File: src/rtl/i2s_pkg.sv
// Shared types and constants for the I2S receive front-end.
package i2s_pkg;

  typedef enum logic [1:0] {
    CH_LEFT   = 2'd0,
    CH_RIGHT  = 2'd1,
    CH_MONO   = 2'd2,
    CH_STEREO = 2'd3
  } ch_mode_e;

  localparam logic CH_TAG_LEFT  = 1'b0;
  localparam logic CH_TAG_RIGHT = 1'b1;

  localparam int unsigned DROP_CNT_W = 8;

endpackage

File: src/rtl/i2s_timing_gen.sv
// BCK/LRCK generation from the system clock plus the per-bit sample strobe
// and slot position used by the capture logic.
module i2s_timing_gen #(
  parameter int unsigned CLK_DIV   = 8,
  parameter int unsigned SLOT_BITS = 32,
  localparam int unsigned SLOT_W   = $clog2(SLOT_BITS)
) (
  input  logic              clk,
  input  logic              reset_n,
  input  logic              en_i,
  output logic              bck_o,
  output logic              lrck_o,
  output logic              strobe_c,
  output logic [SLOT_W-1:0] slot_bit_c,
  output logic              slot_ch_c
);

  localparam int unsigned DIV_W = $clog2(CLK_DIV);
  localparam int unsigned BIT_W = $clog2(2 * SLOT_BITS);

  logic [DIV_W-1:0] div_cnt;
  logic [BIT_W-1:0] bit_cnt;
  logic [BIT_W-1:0] bit_nxt_c;
  logic             div_wrap_c;
  logic             bck_fall_c;

  assign div_wrap_c = (div_cnt == DIV_W'(CLK_DIV - 1));
  assign bck_fall_c = div_wrap_c && bck_o;
  assign bit_nxt_c  = (bit_cnt == BIT_W'(2 * SLOT_BITS - 1)) ? '0 : bit_cnt + BIT_W'(1);

  // Sample at the very end of the BCK high phase, just before the fall.
  assign strobe_c   = en_i && bck_o && div_wrap_c;
  assign slot_ch_c  = (bit_cnt >= BIT_W'(SLOT_BITS));
  assign slot_bit_c = slot_ch_c ? SLOT_W'(bit_cnt - BIT_W'(SLOT_BITS)) : SLOT_W'(bit_cnt);

  // lrck_o is updated from the next bit count so it moves with the BCK fall.
  always_ff @(posedge clk or negedge reset_n) begin
    if (!reset_n) begin
      div_cnt <= '0;
      bit_cnt <= '0;
      bck_o   <= 1'b0;
      lrck_o  <= 1'b0;
    end else if (!en_i) begin
      div_cnt <= '0;
      bit_cnt <= '0;
      bck_o   <= 1'b0;
      lrck_o  <= 1'b0;
    end else begin
      div_cnt <= div_wrap_c ? '0 : div_cnt + DIV_W'(1);
      if (div_wrap_c) bck_o <= !bck_o;
      if (bck_fall_c) begin
        bit_cnt <= bit_nxt_c;
        lrck_o  <= (bit_nxt_c >= BIT_W'(SLOT_BITS));
      end
    end
  end

endmodule

File: src/rtl/i2s_frontend.sv
// Single-clock I2S master receiver: Philips-format capture, channel-mode
// selection and a valid/ready output register with overrun accounting.
module i2s_frontend
  import i2s_pkg::*;
#(
  parameter int unsigned CLK_DIV   = 8,
  parameter int unsigned SLOT_BITS = 32,
  parameter int unsigned DATA_BITS = 24,
  parameter int unsigned OUT_WIDTH = 32,
  parameter int unsigned CH_MODE   = 0
) (
  input  logic                  clk,
  input  logic                  reset_n,
  input  logic                  en_i,
  input  logic                  sd_in,
  output logic                  bck_o,
  output logic                  lrck_o,
  output logic [OUT_WIDTH-1:0]  sample_o,
  output logic                  sample_ch_o,
  output logic                  sample_valid_o,
  input  logic                  sample_ready_i,
  output logic                  overrun_o,
  input  logic                  clr_overrun_i,
  output logic [DROP_CNT_W-1:0] drop_cnt_o
);

  localparam int unsigned SLOT_W = $clog2(SLOT_BITS);
  localparam int unsigned PAD_W  = OUT_WIDTH - DATA_BITS;
  localparam ch_mode_e    MODE   = ch_mode_e'(2'(CH_MODE));

  logic                 strobe_c;
  logic [SLOT_W-1:0]    slot_bit_c;
  logic                 slot_ch_c;
  logic                 sd_meta, sd_sync;
  logic [DATA_BITS-2:0] shift_q;
  logic [DATA_BITS-1:0] left_q;
  logic [DATA_BITS-1:0] word_c;
  logic [DATA_BITS:0]   sum_c;
  logic [DATA_BITS-1:0] mono_c;
  logic                 capture_c, done_c;
  logic                 new_vld_c, new_ch_c;
  logic [DATA_BITS-1:0] new_word_c;
  logic                 load_c, drop_c;

  i2s_timing_gen #(
    .CLK_DIV   (CLK_DIV),
    .SLOT_BITS (SLOT_BITS)
  ) u_timing (
    .clk        (clk),
    .reset_n    (reset_n),
    .en_i       (en_i),
    .bck_o      (bck_o),
    .lrck_o     (lrck_o),
    .strobe_c   (strobe_c),
    .slot_bit_c (slot_bit_c),
    .slot_ch_c  (slot_ch_c)
  );

  always_ff @(posedge clk or negedge reset_n) begin
    if (!reset_n) begin
      sd_meta <= 1'b0;
      sd_sync <= 1'b0;
    end else begin
      sd_meta <= sd_in;
      sd_sync <= sd_meta;
    end
  end

  // Slot bit 0 is the Philips one-bit delay; data occupies bits 1..DATA_BITS.
  assign word_c    = {shift_q, sd_sync};
  assign capture_c = strobe_c && (slot_bit_c != '0) && (slot_bit_c <= SLOT_W'(DATA_BITS));
  assign done_c    = strobe_c && (slot_bit_c == SLOT_W'(DATA_BITS));
  assign sum_c     = {left_q[DATA_BITS-1], left_q} + {word_c[DATA_BITS-1], word_c};
  assign mono_c    = DATA_BITS'(sum_c >> 1);

  always_ff @(posedge clk or negedge reset_n) begin
    if (!reset_n) begin
      shift_q <= '0;
      left_q  <= '0;
    end else if (!en_i) begin
      shift_q <= '0;
      left_q  <= '0;
    end else begin
      if (capture_c) shift_q <= word_c[DATA_BITS-2:0];
      if (done_c && (slot_ch_c == CH_TAG_LEFT)) left_q <= word_c;
    end
  end

  always_comb begin
    new_vld_c  = 1'b0;
    new_ch_c   = CH_TAG_LEFT;
    new_word_c = word_c;
    if (done_c) begin
      case (MODE)
        CH_LEFT:   new_vld_c = (slot_ch_c == CH_TAG_LEFT);
        CH_RIGHT: begin
          new_vld_c = (slot_ch_c == CH_TAG_RIGHT);
          new_ch_c  = CH_TAG_RIGHT;
        end
        CH_MONO: begin
          new_vld_c  = (slot_ch_c == CH_TAG_RIGHT);
          new_word_c = mono_c;
        end
        CH_STEREO: begin
          new_vld_c = 1'b1;
          new_ch_c  = slot_ch_c;
        end
        default:   new_vld_c = 1'b0;
      endcase
    end
  end

  // A sample arriving while the held one is refused is dropped, never merged.
  assign load_c = new_vld_c && (!sample_valid_o || sample_ready_i);
  assign drop_c = new_vld_c && sample_valid_o && !sample_ready_i;

  always_ff @(posedge clk or negedge reset_n) begin
    if (!reset_n) begin
      sample_o       <= '0;
      sample_ch_o    <= 1'b0;
      sample_valid_o <= 1'b0;
      overrun_o      <= 1'b0;
      drop_cnt_o     <= '0;
    end else begin
      if (load_c) begin
        sample_o       <= OUT_WIDTH'(new_word_c) << PAD_W;
        sample_ch_o    <= new_ch_c;
        sample_valid_o <= 1'b1;
      end else if (sample_valid_o && sample_ready_i) begin
        sample_valid_o <= 1'b0;
      end
      if (clr_overrun_i) begin
        overrun_o  <= drop_c;
        drop_cnt_o <= DROP_CNT_W'(drop_c);
      end else if (drop_c) begin
        overrun_o <= 1'b1;
        if (drop_cnt_o != '1) drop_cnt_o <= drop_cnt_o + DROP_CNT_W'(1);
      end
    end
  end

endmodule

File: config.mk
export PLATFORM = sky130hd
export DESIGN_NAME = i2s_frontend
export DESIGN_NICKNAME = d
export VERILOG_FILES = /design/src/rtl/i2s_pkg.sv /design/src/rtl/i2s_timing_gen.sv /design/src/rtl/i2s_frontend.sv
export SDC_FILE = /design/constraint.sdc
export NUM_CORES = 1
export LEC_CHECK = 0
export CORE_AREA = 2 2 84 86
export DETAILED_ROUTE_END_ITERATION = 12
export DIE_AREA = 0 0 86 88
export GPL_ROUTABILITY_DRIVEN = 0
export PLACE_DENSITY_LB_ADDON = 0.3
export SLEW_MARGIN = 25
export SYNTH_ARGS = -nofsm -noshare
export SYNTH_HDL_FRONTEND = slang
export SYNTH_SLANG_ARGS = --single-unit
export TNS_END_PERCENT = 50
File: constraint.sdc
create_clock -name clk -period 2.3 [get_ports clk]
set_clock_uncertainty 0.1 [all_clocks]
set_input_delay 0.345 -clock clk [delete_from_list [all_inputs] [get_ports clk]]
set_output_delay 0.345 -clock clk [all_outputs]
set_load 0.01 [all_outputs]
Word-level counts from Yosys, hierarchy flattened
Cells that the tools add are included.

Input bits: 6. Output and inout port bits: 45. Flip-flop bits (word level): 70. Word-level logic and storage cells: 65.

Muxes and demuxes: 20. Equal/unequal tests: 7. $add $sub $neg: 4. Reductions and logical operators: 19. Magnitude comparators: 3. Bitwise operators: 1.

Operators with widths (number): $mux W23 (2); $mux W8 (3); $mux W6 (3); $ge A6 B6 Y1 const B (2); $logic_and A1 B1 Y1 (10); $mux W1 (9); $add A8 B1 Y8 const B (1); $ne A8 B8 Y1 const B (1); $add A6 B1 Y6 const B (1); $eq A6 B6 Y1 const B (1); $mux W3 (2); $ne A2 B1 Y1 const B (3); $reduce_bool A2 Y1 (3); $eq A5 B5 Y1 const B (1); $le A5 B5 Y1 const B (1); $mux W5 (1); $reduce_bool A5 Y1 (1); $sub A5 B1 Y5 const B (1); $add A3 B1 Y3 const B (1); $eq A3 B3 Y1 const B (1); $logic_not A1 Y1 (3); $reduce_and A2 Y1 (1); $logic_or A1 B1 Y1 (1); $not A1 Y1 (1).

Logic depth before layout (Yosys ltp)
Depth in word-level cells: 9. Mapped depth: 8. Depth with buffers taken out: 6.

Cells and area by module
From an unflattened synthesis, not the netlist that was laid out.

Cell total of the unflattened synthesis: 285. Area total of the unflattened synthesis: 3230.6 µm².

Modules (own cells, without submodules): i2s_frontend (cells each 225, times used 1, sequential area each 1476.4 µm², area an instance 2643.8 µm²); i2s_timing_gen (cells each 60, times used 1, sequential area each 275.3 µm², area an instance 586.8 µm²).

Worst setup path before layout
OpenSTA, ideal clock, no wires.

Path kind: register to register. From: reg u_timing.div_cnt[0]. To: reg sample_o[18]. Buffers on the path: 2. Cell stages (with the launch flop): 8. Clock period less this slack: 2.194 ns. Path slack: 0.106 ns. Data arrival time: 1.969 ns. Library setup time: 0.125 ns. Required time: 2.075 ns. Path through: dfrtp_1 -> ha_1 -> ha_1 -> nand2_1 -> buf_2 -> nor4b_4 -> buf_2 -> mux2_2.

Word-level cells in the longest chain between the ends: 5.

RTL lines: start: declaration (RTL line i2s_timing_gen.sv:21) `logic [DIV_W-1:0] div_cnt;`; start signal: assignment (RTL line i2s_timing_gen.sv:49) `div_cnt <= div_wrap_c ? '0 : div_cnt + DIV_W'(1);`; $eq A3 B3 Y1 (RTL line i2s_timing_gen.sv:27) `assign div_wrap_c = (div_cnt == DIV_W'(CLK_DIV - 1));`; $logic_and A1 B1 Y1 (RTL line i2s_timing_gen.sv:32) `assign strobe_c = en_i && bck_o && div_wrap_c;`; $logic_and A1 B1 Y1 (RTL line i2s_frontend.sv:72) `assign done_c = strobe_c && (slot_bit_c == SLOT_W'(DATA_BITS));`; $mux W1 (RTL line i2s_frontend.sv:93) `if (done_c) begin`; $logic_and A1 B1 Y1 (RTL line i2s_frontend.sv:114) `assign load_c = new_vld_c && (!sample_valid_o || sample_ready_i);`; end signal: assignment (RTL line i2s_frontend.sv:126) `sample_o <= OUT_WIDTH'(new_word_c) << PAD_W;`; end: declaration (RTL line i2s_frontend.sv:18) `output logic [OUT_WIDTH-1:0] sample_o,`.

Every way passes these cells. A chain may end at the register's enable or synchronous reset.

Worst setup path in the final report
From: reg u_timing.bit_cnt[0]. To: reg drop_cnt_o[7].

Word-level cells in the longest chain between the ends: 9. Elaborated cells on any way between the ends: 11. Those cells by class: add/sub (1); order compare (1); eq/ne (1); mux (2); bitwise (1); reduce/logical (5).

RTL lines: start: declaration (RTL line i2s_timing_gen.sv:22) `logic [BIT_W-1:0] bit_cnt;`; start signal: assignment (RTL line i2s_timing_gen.sv:52) `bit_cnt <= bit_nxt_c;`; $sub A5 B1 Y5 or $ge A6 B6 Y1 (tied branches) (RTL line i2s_timing_gen.sv:34, i2s_timing_gen.sv:33); $mux W5 (RTL line i2s_timing_gen.sv:34) `assign slot_bit_c = slot_ch_c ? SLOT_W'(bit_cnt - BIT_W'(SLOT_BITS)) : SLOT_W'(bit_cnt);`; $eq A5 B5 Y1 (RTL line i2s_frontend.sv:72); $logic_and A1 B1 Y1 (RTL line i2s_frontend.sv:72); $mux W1 * (RTL line i2s_frontend.sv:93); $logic_and A1 B1 Y1 * (2 in a row) (RTL line i2s_frontend.sv:115) `assign drop_c = new_vld_c && sample_valid_o && !sample_ready_i;`; $reduce_bool A2 Y1 (no source line) *; $reduce_and A2 Y1 (no source line) *; end signal: assignment (RTL line i2s_frontend.sv:134) `drop_cnt_o <= DROP_CNT_W'(drop_c);`; end signal: assignment (RTL line i2s_frontend.sv:137) `if (drop_cnt_o != '1) drop_cnt_o <= drop_cnt_o + DROP_CNT_W'(1);`; end: declaration (RTL line i2s_frontend.sv:24) `output logic [DROP_CNT_W-1:0] drop_cnt_o`.

Every way passes the cells marked *; elsewhere a longest branch is shown, timed or not.

==> results.rst <==
.. list-table::
   :header-rows: 1

   * - Metric
     - Value
   * - Maximum clock frequency
     - about 460 MHz
   * - Proportion of synthesized chip area in sequential cells
     - a little under three fifths
   * - Multi-input gate area
     - 1270 µm²
   * - Growth of design area from synthesis to finish
     - 25.6%
   * - Clock insertion delay at the later pin of the skew report
     - ~330 ps
   * - Most used DFF post-synth
     - dfrtp_1
   * - Count of flip-flops with a built-in enable after synthesis
     - 0
   * - Count of endpoints failing setup in the final report
     - 0
   * - Post-synthesis async set-or-reset flop share
     - 100%
   * - Cell internal pwr
     - 2010 µW
   * - Pre-CTS setup slack
     - -8.91 ps
   * - Total congestion overflow
     - 0
   * - Final-stage net count
     - 311
   * - Site Rows
     - 30
   * - Root Buffer
     - clkbuf_8
   * - Number of top-level design ports
     - 51
   * - WL final
     - 5320 µm
   * - Vias
     - 1957
   * - Total number of H-tree levels
     - 3
   * - Max Root-Sink Buffers
     - 2
   * - Peak supply drop
     - 0.441 mV
   * - Final Critical Period
     - ~2200 ps
   * - Startpoint types
     - register
   * - Drt drc
     - 0
   * - Power dissipated by switching net loads
     - 493 µW
   * - Total power per unit cell area
     - 638 nW/µm²
   * - Total area of sequential cells
     - 1750 µm²
   * - Global-route wire length before repair
     - 9180 µm
   * - Number of inserted diodes
     - 0
   * - Die area
     - about 7600 µm²
   * - Maximum fanout encountered on the critical timing path
     - 5
   * - Per-cell routed wire length
     - 13.9 µm
   * - Worst max-slew margin expressed relative to the limit
     - 62.0%
   * - Initial standard-cell utilization of the core
     - a little under half
   * - Die height
     - 88 µm
   * - Number of hold violations in the final report
     - 0
   * - Distinct cell type count after synthesis
     - 41
   * - CTS buffer count
     - 9
   * - RSZ-0062 raised after global routing
     - no
   * - Drt pass-1 iters
     - 4
   * - Share of total power in the clock network
     - 47.7%
   * - Number of warnings reported in the yosys synthesis log
     - 0
   * - Final Worst Setup Slack
     - between 100 and 150 ps
   * - Switching part of the total power
     - about a fifth
   * - Finished layout cell area
     - 3920 µm²
   * - Proportion of power drawn by combinational gates
     - 2.7%
   * - Proportion of layout cells with a drive suffix above 1
     - 18.4%
   * - Worst-margin pin slew
     - 561 ps
   * - All-layer global routing usage
     - 15.4%
   * - Maximum number of pins on one net before global-route repair
     - 49
   * - Category of the critical setup timing path
     - register to register
   * - Kind of path behind the tightest hold check
     - register to register
   * - Standard cell area after detailed placement
     - roughly 3700 µm²
   * - DRT iter0 DRCs
     - 84
   * - Number of antenna violations at the first check in global routing
     - 0
   * - Number of port buffers
     - 41
   * - Period utilization
     - a little over nine tenths
   * - Leak Pwr
     - 0.00174 µW
   * - Run status
     - finished clean
   * - Chip width
     - 86 µm
   * - Count of fill cells added during filler insertion
     - 570
   * - CTS tree
     - yes
   * - Synthesized area divided by synthesized cell count
     - 12.7 µm²
   * - Clk pin slew, worst setup/hold paths
     - around 70 ps
   * - Cell Area, Synth
     - 3120 µm²
   * - Clock Sink Count
     - 70
   * - Final Hold Slack
     - 254 ps
   * - Synthesized instance count
     - 246
   * - Register bit count reported by yosys
     - 70
   * - Type of element capturing the critical path
     - register
   * - Max-cap violations
     - 0
   * - Flop2flop setup slack
     - about 150 ps
   * - Number of vias per cell after detailed routing
     - 5.10
   * - Crit path required time
     - between 2000 and 2500 ps
   * - Count of final max-slew check failures
     - 0
   * - Detailed Place HPWL
     - 3530 µm
   * - Reg power frac
     - 49.5%
   * - Data arrival time of the critical path
     - between 2000 and 2500 ps
   * - Number of nets still failing antenna checks after routing
     - 0
   * - Core region area
     - 6640 µm²
   * - Via count of the first global-routing pass
     - 1918
==> cells by family after synthesis <==
logic type	synth area share, %
flip-flops	56.1
AND/OR/NAND/NOR	15.0
multiplexers	16.3
AO/OA/AOI/OAI	5.29
buffers and inverters	4.37
adder cells (fa/ha/maj)	2.00
XOR/XNOR	0.841
other	0.120
==> critical path, cell delays in order, from the launching register on <==
cell      delay (ps)
dfrtp_1          420
inv_1             70
ha_1             220
nand2b_4         100
or4_4            540
or4_1            480
a21oi_1          140
==> cells in the final DEF, fill, tap and decap left out, types with 4 or more instances in the layout <==
cell,synthesis,final
clkbuf_8,0,10
mux2_2,23,23
nand3_1,8,8
nand2_1,7,7
and3_1,4,4
nor2b_1,23,23
ha_1,5,5
buf_4,11,9
and2_1,7,7
clkdlybuf4s50_1,0,40
dfrtp_1,70,70
o21ai_0,8,8
inv_1,5,5
or3_1,6,6
conb_1,1,9
a21oi_1,6,6
mux2i_1,24,24
==> area by class of cell <==
cell class,count,share of cell area [%]
clock inverters,5,2.71
multi-input cells,160,32.3
repair buffers,54,13.8
flip-flops and latches,70,44.6
well taps,80,2.55
inverters,5,0.478
clock buffers,10,3.51
==> routing by layer <==
layer	wire, µm	share of wire, %	track usage [%]
met2	2420	45	22.1
met4	59	1.1	6.49
met1	2640	50	22.6
met3	200	3.8	3.58
met5	0	0	0
==> final timing paths <==
check                                    startpoint             to  depth (start not counted)
worst max-delay path            u_timing.bit_cnt[0]  drop_cnt_o[7]                          6
worst min-delay path                        sd_meta        sd_sync                          0
worst max register to register  u_timing.bit_cnt[0]  drop_cnt_o[7]                          6
worst min register to register              sd_meta        sd_sync                          0
max in group asynchronous                   reset_n    shift_q[18]                          3
min in group asynchronous                   reset_n   sample_o[11]                          2
==> state kept, by name (all words and copies together) (netlist names) <==
name,count
drop_cnt_o,8
u_timing.div_cnt,3
overrun_o,1
sd_meta,1
sample_valid_o,1
sample_o,24
u_timing.bck_o,1
shift_q,23
u_timing.bit_cnt,6
sd_sync,1
u_timing.lrck_o,1
==> stage by stage <==
stage / util (%) / total power [µW] / setup TNS [ps] / cells
after global placement: 55.2 / 1330 / 0 / 368
after floorplan: - / 1300 / 0 / 254
after CTS: 59.1 / 2540 / 0 / 384
after detailed placement: 55.2 / 1330 / -8.91 / 368
final: 59.1 / 2500 / 0 / 384
after global routing: 59.1 / 2600 / 0 / 384
==> timing repair <==
action	in CTS	in global routing
buffers inserted	0	0
endpoints found under the hold margin	22	0
endpoints found under the setup margin	0	0
hold buffers	1	0
resized for setup	0	0
==> synth_stat cells (4+ instances only) <==
cell type  instances  area, µm²
dfrtp_1           70       1750
mux2i_1           24        240
mux2_2            23        259
nor2b_1           23        144
buf_4             11       82.6
nand3_1            8       40.0
o21ai_0            8       40.0
and2_1             7       43.8
nand2_1            7       26.3
a21oi_1            6       30.0
or3_1              6       37.5
ha_1               5       62.6
inv_1              5       18.8
and3_1             4       25.0
buf_2              4       20.0
==> power by group through the flow <==
| stage | registers, µW | logic, µW | clock network [µW] |
|---|---|---|---|
| after global routing | 1240 | 79.8 | 1290 |
| final | 1240 | 68.7 | 1190 |
| after CTS | 1240 | 72.7 | 1220 |
| after floorplan | 1260 | 35.8 | 0 |
| after global placement | 1260 | 69.2 | 0 |
| after detailed placement | 1260 | 71.0 | 0 |
No activity file was read; power rests on OpenSTA's default activity.
